<file path="src/rtl/bias_buf_pkg.sv">
// Shared definitions for the bias buffer, its loader and the layer controller.
//   BIAS_W       width of one bias (bits)
//   BUFFER_NUM   banks per bias row for the default geometry
//   state_t      loader FSM states {IDLE, LOAD, DONE}
//   calc_buffer_num()  banks per row for an arbitrary geometry
package bias_buf_pkg;

    localparam int unsigned BIAS_W           = 8;
    localparam int unsigned X_PE_DEFAULT     = 16;
    localparam int unsigned DATA_LEN_DEFAULT = 64;

    function automatic int unsigned calc_buffer_num(input int unsigned x_pe,
                                                    input int unsigned data_len);
        return (BIAS_W * x_pe) / data_len;
    endfunction

    localparam int unsigned BUFFER_NUM = calc_buffer_num(X_PE_DEFAULT, DATA_LEN_DEFAULT);

    typedef enum logic [1:0] {
        IDLE = 2'd0,
        LOAD = 2'd1,
        DONE = 2'd2
    } state_t;

endpackage

</file>
<file path="src/rtl/bias_loader.sv">
// bias_loader: writer side of the bias buffer.
// Accepts a load command (base row, row count) and then a stream of DATA_LEN-bit
// bias beats, steering beat k to bank k%NUM_BANKS of row base + k/NUM_BANKS
// (row address wraps silently). Write port outputs are registered.
// Ports:
//   clk, rst_n                   clock, async active-low reset
//   cfg_valid/cfg_ready          load command handshake (cfg_base, cfg_rows)
//   s_valid/s_ready/s_data       bias beat stream
//   data_wr/wr_addr/wr_en        bias buffer write port, wr_en one-hot per bank
//   done                         1-cycle pulse when the load is complete
//   idle                         high while waiting for a command
//   abort                        (only with BIAS_LOADER_ABORT_EN) end the load early
module bias_loader
    import bias_buf_pkg::*;
#(
    parameter  int unsigned X_PE      = 16,
    parameter  int unsigned ADDR_LEN  = 9,
    parameter  int unsigned DATA_LEN  = 64,
    localparam int unsigned NUM_BANKS = calc_buffer_num(X_PE, DATA_LEN)
) (
    input  logic                          clk,
    input  logic                          rst_n,
`ifdef BIAS_LOADER_ABORT_EN
    input  logic                          abort,
`endif
    input  logic                          cfg_valid,
    output logic                          cfg_ready,
    input  logic [ADDR_LEN-1:0]           cfg_base,
    input  logic [ADDR_LEN:0]             cfg_rows,
    input  logic                          s_valid,
    output logic                          s_ready,
    input  logic [DATA_LEN-1:0]           s_data,
    output logic [DATA_LEN*NUM_BANKS-1:0] data_wr,
    output logic [ADDR_LEN-1:0]           wr_addr,
    output logic [NUM_BANKS-1:0]          wr_en,
    output logic                          done,
    output logic                          idle
);

    localparam int unsigned         BANK_W    = (NUM_BANKS > 1) ? $clog2(NUM_BANKS) : 1;
    localparam logic [BANK_W-1:0]   LAST_BANK = BANK_W'(NUM_BANKS - 1);
    localparam logic [ADDR_LEN:0]   ROW_ONE   = (ADDR_LEN + 1)'(1);
    localparam logic [ADDR_LEN-1:0] ADDR_ONE  = ADDR_LEN'(1);

    state_t              state_q, state_d;
    logic [ADDR_LEN-1:0] base_q;
    logic [ADDR_LEN:0]   rows_q;
    logic [BANK_W-1:0]   bank_q;
    logic [ADDR_LEN-1:0] row_q;
    logic                cfg_fire;
    logic                s_fire;
    logic                last_beat;
    logic                abort_hit;

`ifdef BIAS_LOADER_ABORT_EN
    assign abort_hit = (state_q == LOAD) && abort;
`else
    assign abort_hit = 1'b0;
`endif

    // Row offset never exceeds rows-1, so the extra top bit only matters for the compare.
    assign last_beat = (bank_q == LAST_BANK) && ({1'b0, row_q} == (rows_q - ROW_ONE));

    always_comb begin
        state_d   = state_q;
        cfg_ready = 1'b0;
        s_ready   = 1'b0;
        done      = 1'b0;
        idle      = 1'b0;
        cfg_fire  = 1'b0;
        s_fire    = 1'b0;
        case (state_q)
            IDLE: begin
                cfg_ready = 1'b1;
                idle      = 1'b1;
                if (cfg_valid) begin
                    cfg_fire = 1'b1;
                    state_d  = (cfg_rows == '0) ? DONE : LOAD;
                end
            end
            LOAD: begin
                if (abort_hit) begin
                    state_d = DONE;
                end else begin
                    s_ready = 1'b1;
                    if (s_valid) begin
                        s_fire = 1'b1;
                        if (last_beat) state_d = DONE;
                    end
                end
            end
            DONE: begin
                done    = 1'b1;
                state_d = IDLE;
            end
            default: state_d = IDLE;
        endcase
    end

    always_ff @(posedge clk or negedge rst_n) begin
        if (!rst_n) begin
            state_q <= IDLE;
            base_q  <= '0;
            rows_q  <= '0;
            bank_q  <= '0;
            row_q   <= '0;
            wr_en   <= '0;
            wr_addr <= '0;
            data_wr <= '0;
        end else begin
            state_q <= state_d;
            wr_en   <= '0;
            if (cfg_fire) begin
                base_q <= cfg_base;
                rows_q <= cfg_rows;
                bank_q <= '0;
                row_q  <= '0;
            end
            if (s_fire) begin
                // Address arithmetic is ADDR_LEN wide, so rows past the top wrap to 0.
                wr_addr <= base_q + row_q;
                for (int unsigned b = 0; b < NUM_BANKS; b++) begin
                    if (bank_q == BANK_W'(b)) begin
                        wr_en[b]                      <= 1'b1;
                        data_wr[b*DATA_LEN +: DATA_LEN] <= s_data;
                    end
                end
                if (bank_q == LAST_BANK) begin
                    bank_q <= '0;
                    row_q  <= row_q + ADDR_ONE;
                end else begin
                    bank_q <= bank_q + BANK_W'(1);
                end
            end
        end
    end

endmodule
</file>
<file path="config.mk">
export PLATFORM = sky130hd
export DESIGN_NAME = bias_loader
export DESIGN_NICKNAME = d
export VERILOG_FILES = /design/src/rtl/bias_buf_pkg.sv /design/src/rtl/bias_loader.sv
export SDC_FILE = /design/constraint.sdc
export NUM_CORES = 1
export LEC_CHECK = 0
export CORE_UTILIZATION = 35
export CTS_BUF_LIST = sky130_fd_sc_hd__clkbuf_16
export DETAILED_ROUTE_END_ITERATION = 6
export PLACE_DENSITY = 0.72
export SYNTH_ARGS = -nofsm -noshare
export SYNTH_HDL_FRONTEND = slang
export SYNTH_SLANG_ARGS = --single-unit
</file>
<file path="constraint.sdc">
create_clock -name clk -period 2.2 [get_ports clk]
set_input_delay 0.33 -clock clk [delete_from_list [all_inputs] [get_ports clk]]
set_output_delay 0.33 -clock clk [all_outputs]
set_load 0.02 [all_outputs]
</file>
### Word-level counts from Yosys, hierarchy flattened

Index checks and enable logic that the tools add are counted.

* flip-flop bits (word level): 170
* bits in latches: 0
* RAM bits: 0
* bits in read-only memories: 0
* bits of input ports: 87
* output and inout bits: 143
* word-level logic and storage cells: 48
* memories kept: 0

* add/subtract/negate cells: 4
* multiply operators: 0
* div/mod/pow operators: 0
* order comparisons: 0
* eq/ne operators: 6
* shifts and indexed selects: 0
* muxes and demuxes: 21
* bitwise operators: 1
* reductions and logical operators: 7

Operators by type and width (number)
* 9-bit two-way mux: 3
* 1-bit two-way mux: 12
* 9-bit by 10-bit == test with 1-bit output: 1
* 10-bit zero test: 1
* 2-bit two-way mux: 5
* 10-bit by 1-bit subtractor with 10-bit output, second input constant: 1
* 9-bit by 1-bit adder with 9-bit output, second input constant: 1
* 9-bit adder: 1
* 2-bit != test, second input constant: 3
* 2-bit case mux with 2 select lines: 1
* 2-bit AND reduction: 2
* 3-bit AND reduction: 1
* 2-bit by 1-bit == test with 1-bit output, second input constant: 1
* 2-bit == test, second input constant: 1
* 2-bit zero test: 1
* 2-bit nonzero test: 1
* 1-bit adder, second input constant: 1
* 1-bit logical AND: 1
* 1-bit inverter: 1

### Logic depth before layout (Yosys ltp)

* word-level depth: 6
* gate-level depth with buffers: 9
* mapped depth without buffers: 9

### Worst setup path after synthesis

No wires, ideal clock.

* kind: reg2reg
* start: register state_q[1]
* end: register data_wr[0]
* library setup time: 0.125 ns
* arrival: 1.894 ns
* data required time: 2.075 ns
* slack: 0.181 ns
* cell stages (with the launch flop): 7
* buffers on the path: 2
* period minus slack after synthesis: 2.019 ns
* path through: dfrtp_1 > nor2_1 > nand2_1 > nor2_1 > buf_2 > buf_2 > mux2_2

* cells in the longest elaborated chain, start to end: 3

RTL lines
* start, declared: line bias_loader.sv:45 `state_t state_q, state_d;`
* start signal, assigned: line bias_loader.sv:111 `state_q <= state_d;`
* 2-bit by 1-bit == test with 1-bit output: line bias_loader.sv:72 `case (state_q)`
* 1-bit two-way mux: line bias_loader.sv:72
* 2-bit AND reduction (no source line)
* end signal, assigned by index: line bias_loader.sv:125 `data_wr[b*DATA_LEN +: DATA_LEN] <= s_data;`
* end, declared: line bias_loader.sv:33 `output logic [DATA_LEN*NUM_BANKS-1:0] data_wr,`

No other way between the ends.
A chain may end at the register's enable or synchronous reset.

### Worst setup path after layout

* start: register rows_q[2]
* end: register state_q[0]

* cells in the longest elaborated chain, start to end: 5

RTL lines
* start, declared: line bias_loader.sv:47 `logic [ADDR_LEN:0] rows_q;`
* start signal, assigned: line bias_loader.sv:115 `rows_q <= cfg_rows;`
* 10-bit by 1-bit subtractor with 10-bit output: line bias_loader.sv:62 `assign last_beat = (bank_q == LAST_BANK) && ({1'b0, row_q} == (rows_q - ROW_ONE));`
* 9-bit by 10-bit == test with 1-bit output: line bias_loader.sv:62
* 1-bit logical AND: line bias_loader.sv:62
* 2-bit != test (no source line)
* 3-bit AND reduction (no source line)

No other way between the ends.

==> results.tsv <==
stage	metric	value	unit
finish	n_fill_cell	1821	
power_and_ir_drop	power.switching	6.19	mW
sta	fin_crit	2.06	ns
job	drv_cap	0	
logic_synthesis	syn-cell-area	0.00707	mm2
route	drcViolationCount	0	
clock_network	cts.sinks	170	
global_route	overflow	0	
sta	tns	0	ns
critical_path	start_kind	flop	
hold_path	hold_path_class	in -> reg	
finish	design_area	0.0104	mm2
placement	gp_congestion	0.800	
die	initial_core_util	36.0	%
critical_path	r2r-start	rows_q[2]	
global_route	grt_usage	18.4	%
global_route	antenna_found_initial	0	
power_and_ir_drop	p_sw_share	37.7	%
logic_synthesis	seq_area_frac_synth	60.1	%
sta	hold_viol	0	
power_and_ir_drop	p_per_area	1580	mW/mm2
sta	hold_ws	0.433	ns
logic_synthesis	synth_area_leaders	dfrtp_1 60%, nand2_1 14%, mux2_2 10%	
placement	dp_hpwl	13100	um
logic_synthesis	ys_types	47	
power_and_ir_drop	p_comb_share	47.0	%
sta	setup_ws	0.141	ns
die	die-area	0.0208	mm2
hold_path	hold_path_depth	3	
clock_network	cts_tree	done	
logic_synthesis	synth.avg_cell_area	10.5	um2
critical_path	regToRegSetupSlack	0.14	ns
clock_network	cts_root_buf	clkbuf_16	
critical_path	timing.rr.end	state_q[0]	
finish	area_growth_syn_to_layout	47.5	%
power_and_ir_drop	fin_total_pwr	16.4	mW
sta	fmax	0.486	GHz
power_and_ir_drop	intPower	10.3	mW
sta	fin_crit_sh	93.6	%
critical_path	worstSetupPathType	reg -> reg	
finish	final_cells	1187	
power_and_ir_drop	p_clk_share	19.9	%
logic_synthesis	yosys_warnings	0	
power_and_ir_drop	leakage	4.74	nW
logic_synthesis	async_reset_ff_share	100	%
critical_path	path_max_fanout	7	
die	die_h	144	um
outcome	status	complete, no violations	
critical_path	rr_worst_depth	5	
hold_path	min_from	cfg_base[6]	
critical_path	arrival	2.37	ns
logic_synthesis	synth_area_leader_cell	dfrtp_1	
clock_network	numCtsBuffers	17	
sta	setup-violations-final	0	
clock_network	clkTransAtPathRegs	0.07	ns
finish	final_core_util	53.1	%
sta	slew_violations	0	
finish	antenna_cells	0	
route	avgViaCountPerCell	4.64	
critical_path	required	2.51	ns
logic_synthesis	synth.top_cell.area_share	60.1	%
finish	drive_gt1_share	13.6	%
logic_synthesis	syn-num-nets	769	
global_route	grt_pass1_vias	5490	
global_route	grt_pass1_wl	29400	um
sta	relSlewSlack	56.4	%
sta	clock_skew	0.00829	ns
route	post_drt_wl_per_cell	15.6	um
sta	worst_pin_slew	0.654	ns
placement	dp.cells	1154	
die	ios	230	
die	rows	51	
route	firstDrtPassIters	4	
power_and_ir_drop	power.share.sequential	33.1	%
sta	rsz0062_at_grt	false	
clock_network	cts_max_level	4	
logic_synthesis	synthFlopType	dfrtp_1	
clock_network	clk_path_buf_depth	2	
route	drt_iter0_drc	266	
die	die_x	144	um
route	ant_nets	0	
placement	post-place-ws	0.167	ns
clock_network	clk_latency	0.42	ns
finish	final_net_count	1007	
logic_synthesis	synth_cells	671	
logic_synthesis	synth_seq_cells	170	
clock_network	post-cts-setup-buffer-count	0	
route	totalWireLength	18500	um
global_route	grt_max_degree	64	
placement	portBuffers	229	
placement	place_area	0.00978	mm2
logic_synthesis	synth_edf_count	0	
hold_path	worst_hold_path.endpoint	base_q[6]	
power_and_ir_drop	ir_drop	0.867	mV
route	vias	5508	
die	design.core.area	0.0197	mm2
critical_path	end_kind	flop	
[sequential cells by signal (all words and copies together), names as in the netlist]
name and flops:
base_q 9, rows_q 10, state_q 2, data_wr 128, bank_q 1, wr_en 2
wr_addr 9, row_q 9
[metal layers]
layer / global-route usage [%] / share of wire [%] / up-vias
met5: 0 / 0 / -
li1: - / - / 2672
met4: 5.54 / 1.6 / 0
met2: 30.8 / 50 / 136
met1: 23.0 / 43 / 2680
met3: 5.36 / 5.4 / 20
[cell usage after synthesis, drive strengths merged, types with 2 or more instances]
cell type  instances
nand2            262
dfrtp            170
mux2              64
o21ai             23
clkbuf            17
buf               15
nor2              15
xnor2             13
inv               11
ha                10
xor2              10
nand3              9
a21oi              4
nand4              4
nor4               4
a31oi              3
and2               3
nor3               3
o211ai             3
or3                3
and3               2
nor2b              2
o21a               2
o221ai             2
[final cells by class]
cell class | count | area [um2] | area share, %
sequential | 170 | 4250 | 40.8
multi-input combinational | 458 | 2650 | 25.4
timing repair buffer | 251 | 2530 | 24.2
clock buffer | 17 | 425 | 4.08
tap | 265 | 332 | 3.18
clock inverter | 15 | 209 | 2.00
inverter | 11 | 41.3 | 0.396
[power by group through the flow]
stage	Sequential (mW)	Clock [mW]	Combinational, mW
global route	5.63	3.48	8.34
floorplan	6.96	0	2.59
CTS	5.45	3.38	7.83
detailed placement	5.49	0	7.79
global placement	5.44	0	7.69
finish	5.44	3.27	7.73
[critical path, stage by stage, from the launching register on]
cell and delay [ns]:
dfrtp_1 0.46, or4_4 0.59, or3_1 0.35, o32ai_1 0.17, o21ai_1 0.10, a211o_1 0.29
[worst max-delay path by stage]
stage	startpoint	end	slack (ns)	cells past startpoint
CTS	state_q[1]	s_ready	0.08	2
global route	rows_q[2]	state_q[0]	0.02	6
detailed placement	rows_q[2]	state_q[0]	0.17	5
global placement	rows_q[2]	state_q[0]	0.20	5
floorplan	state_q[1]	data_wr[0]	0.18	6
finish	rows_q[2]	state_q[0]	0.14	5
[what timing repair did]
item                       4_1_cts  5_1_grt
hold buffers                     1        0
gates resized for setup          1        2
hold endpoints to repair        55        0
pin swaps                        0        0
setup endpoints to repair        1        2
[kinds of logic (layout without fill, tap and decap cells)]
kind of cell,count (synthesis),after routing,share of synthesized area (%)
AND/OR/NAND/NOR,312,312,17.8
flip-flops,170,170,60.1
multiplexers,65,65,10.3
AO/OA/AOI/OAI,47,47,4.14
buffers and inverters,43,294,2.69
XOR/XNOR,23,23,2.85
adder cells (fa/ha/maj),11,11,2.05
[placed cells by master, fill, tap and decap left out, types with 5 or more instances in the layout]
master | Yosys | final
inv_6 | 0 | 6
ha_1 | 10 | 10
nand2_1 | 262 | 261
nor2_1 | 15 | 13
buf_4 | 3 | 16
inv_1 | 10 | 11
clkdlybuf4s50_1 | 0 | 227
xnor2_1 | 13 | 13
buf_12 | 0 | 5
nand3_1 | 9 | 9
o21ai_0 | 21 | 21
clkbuf_16 | 0 | 17
xor2_1 | 10 | 10
dfrtp_1 | 170 | 170
mux2_2 | 64 | 64
(Power assumes the default switching activity.)
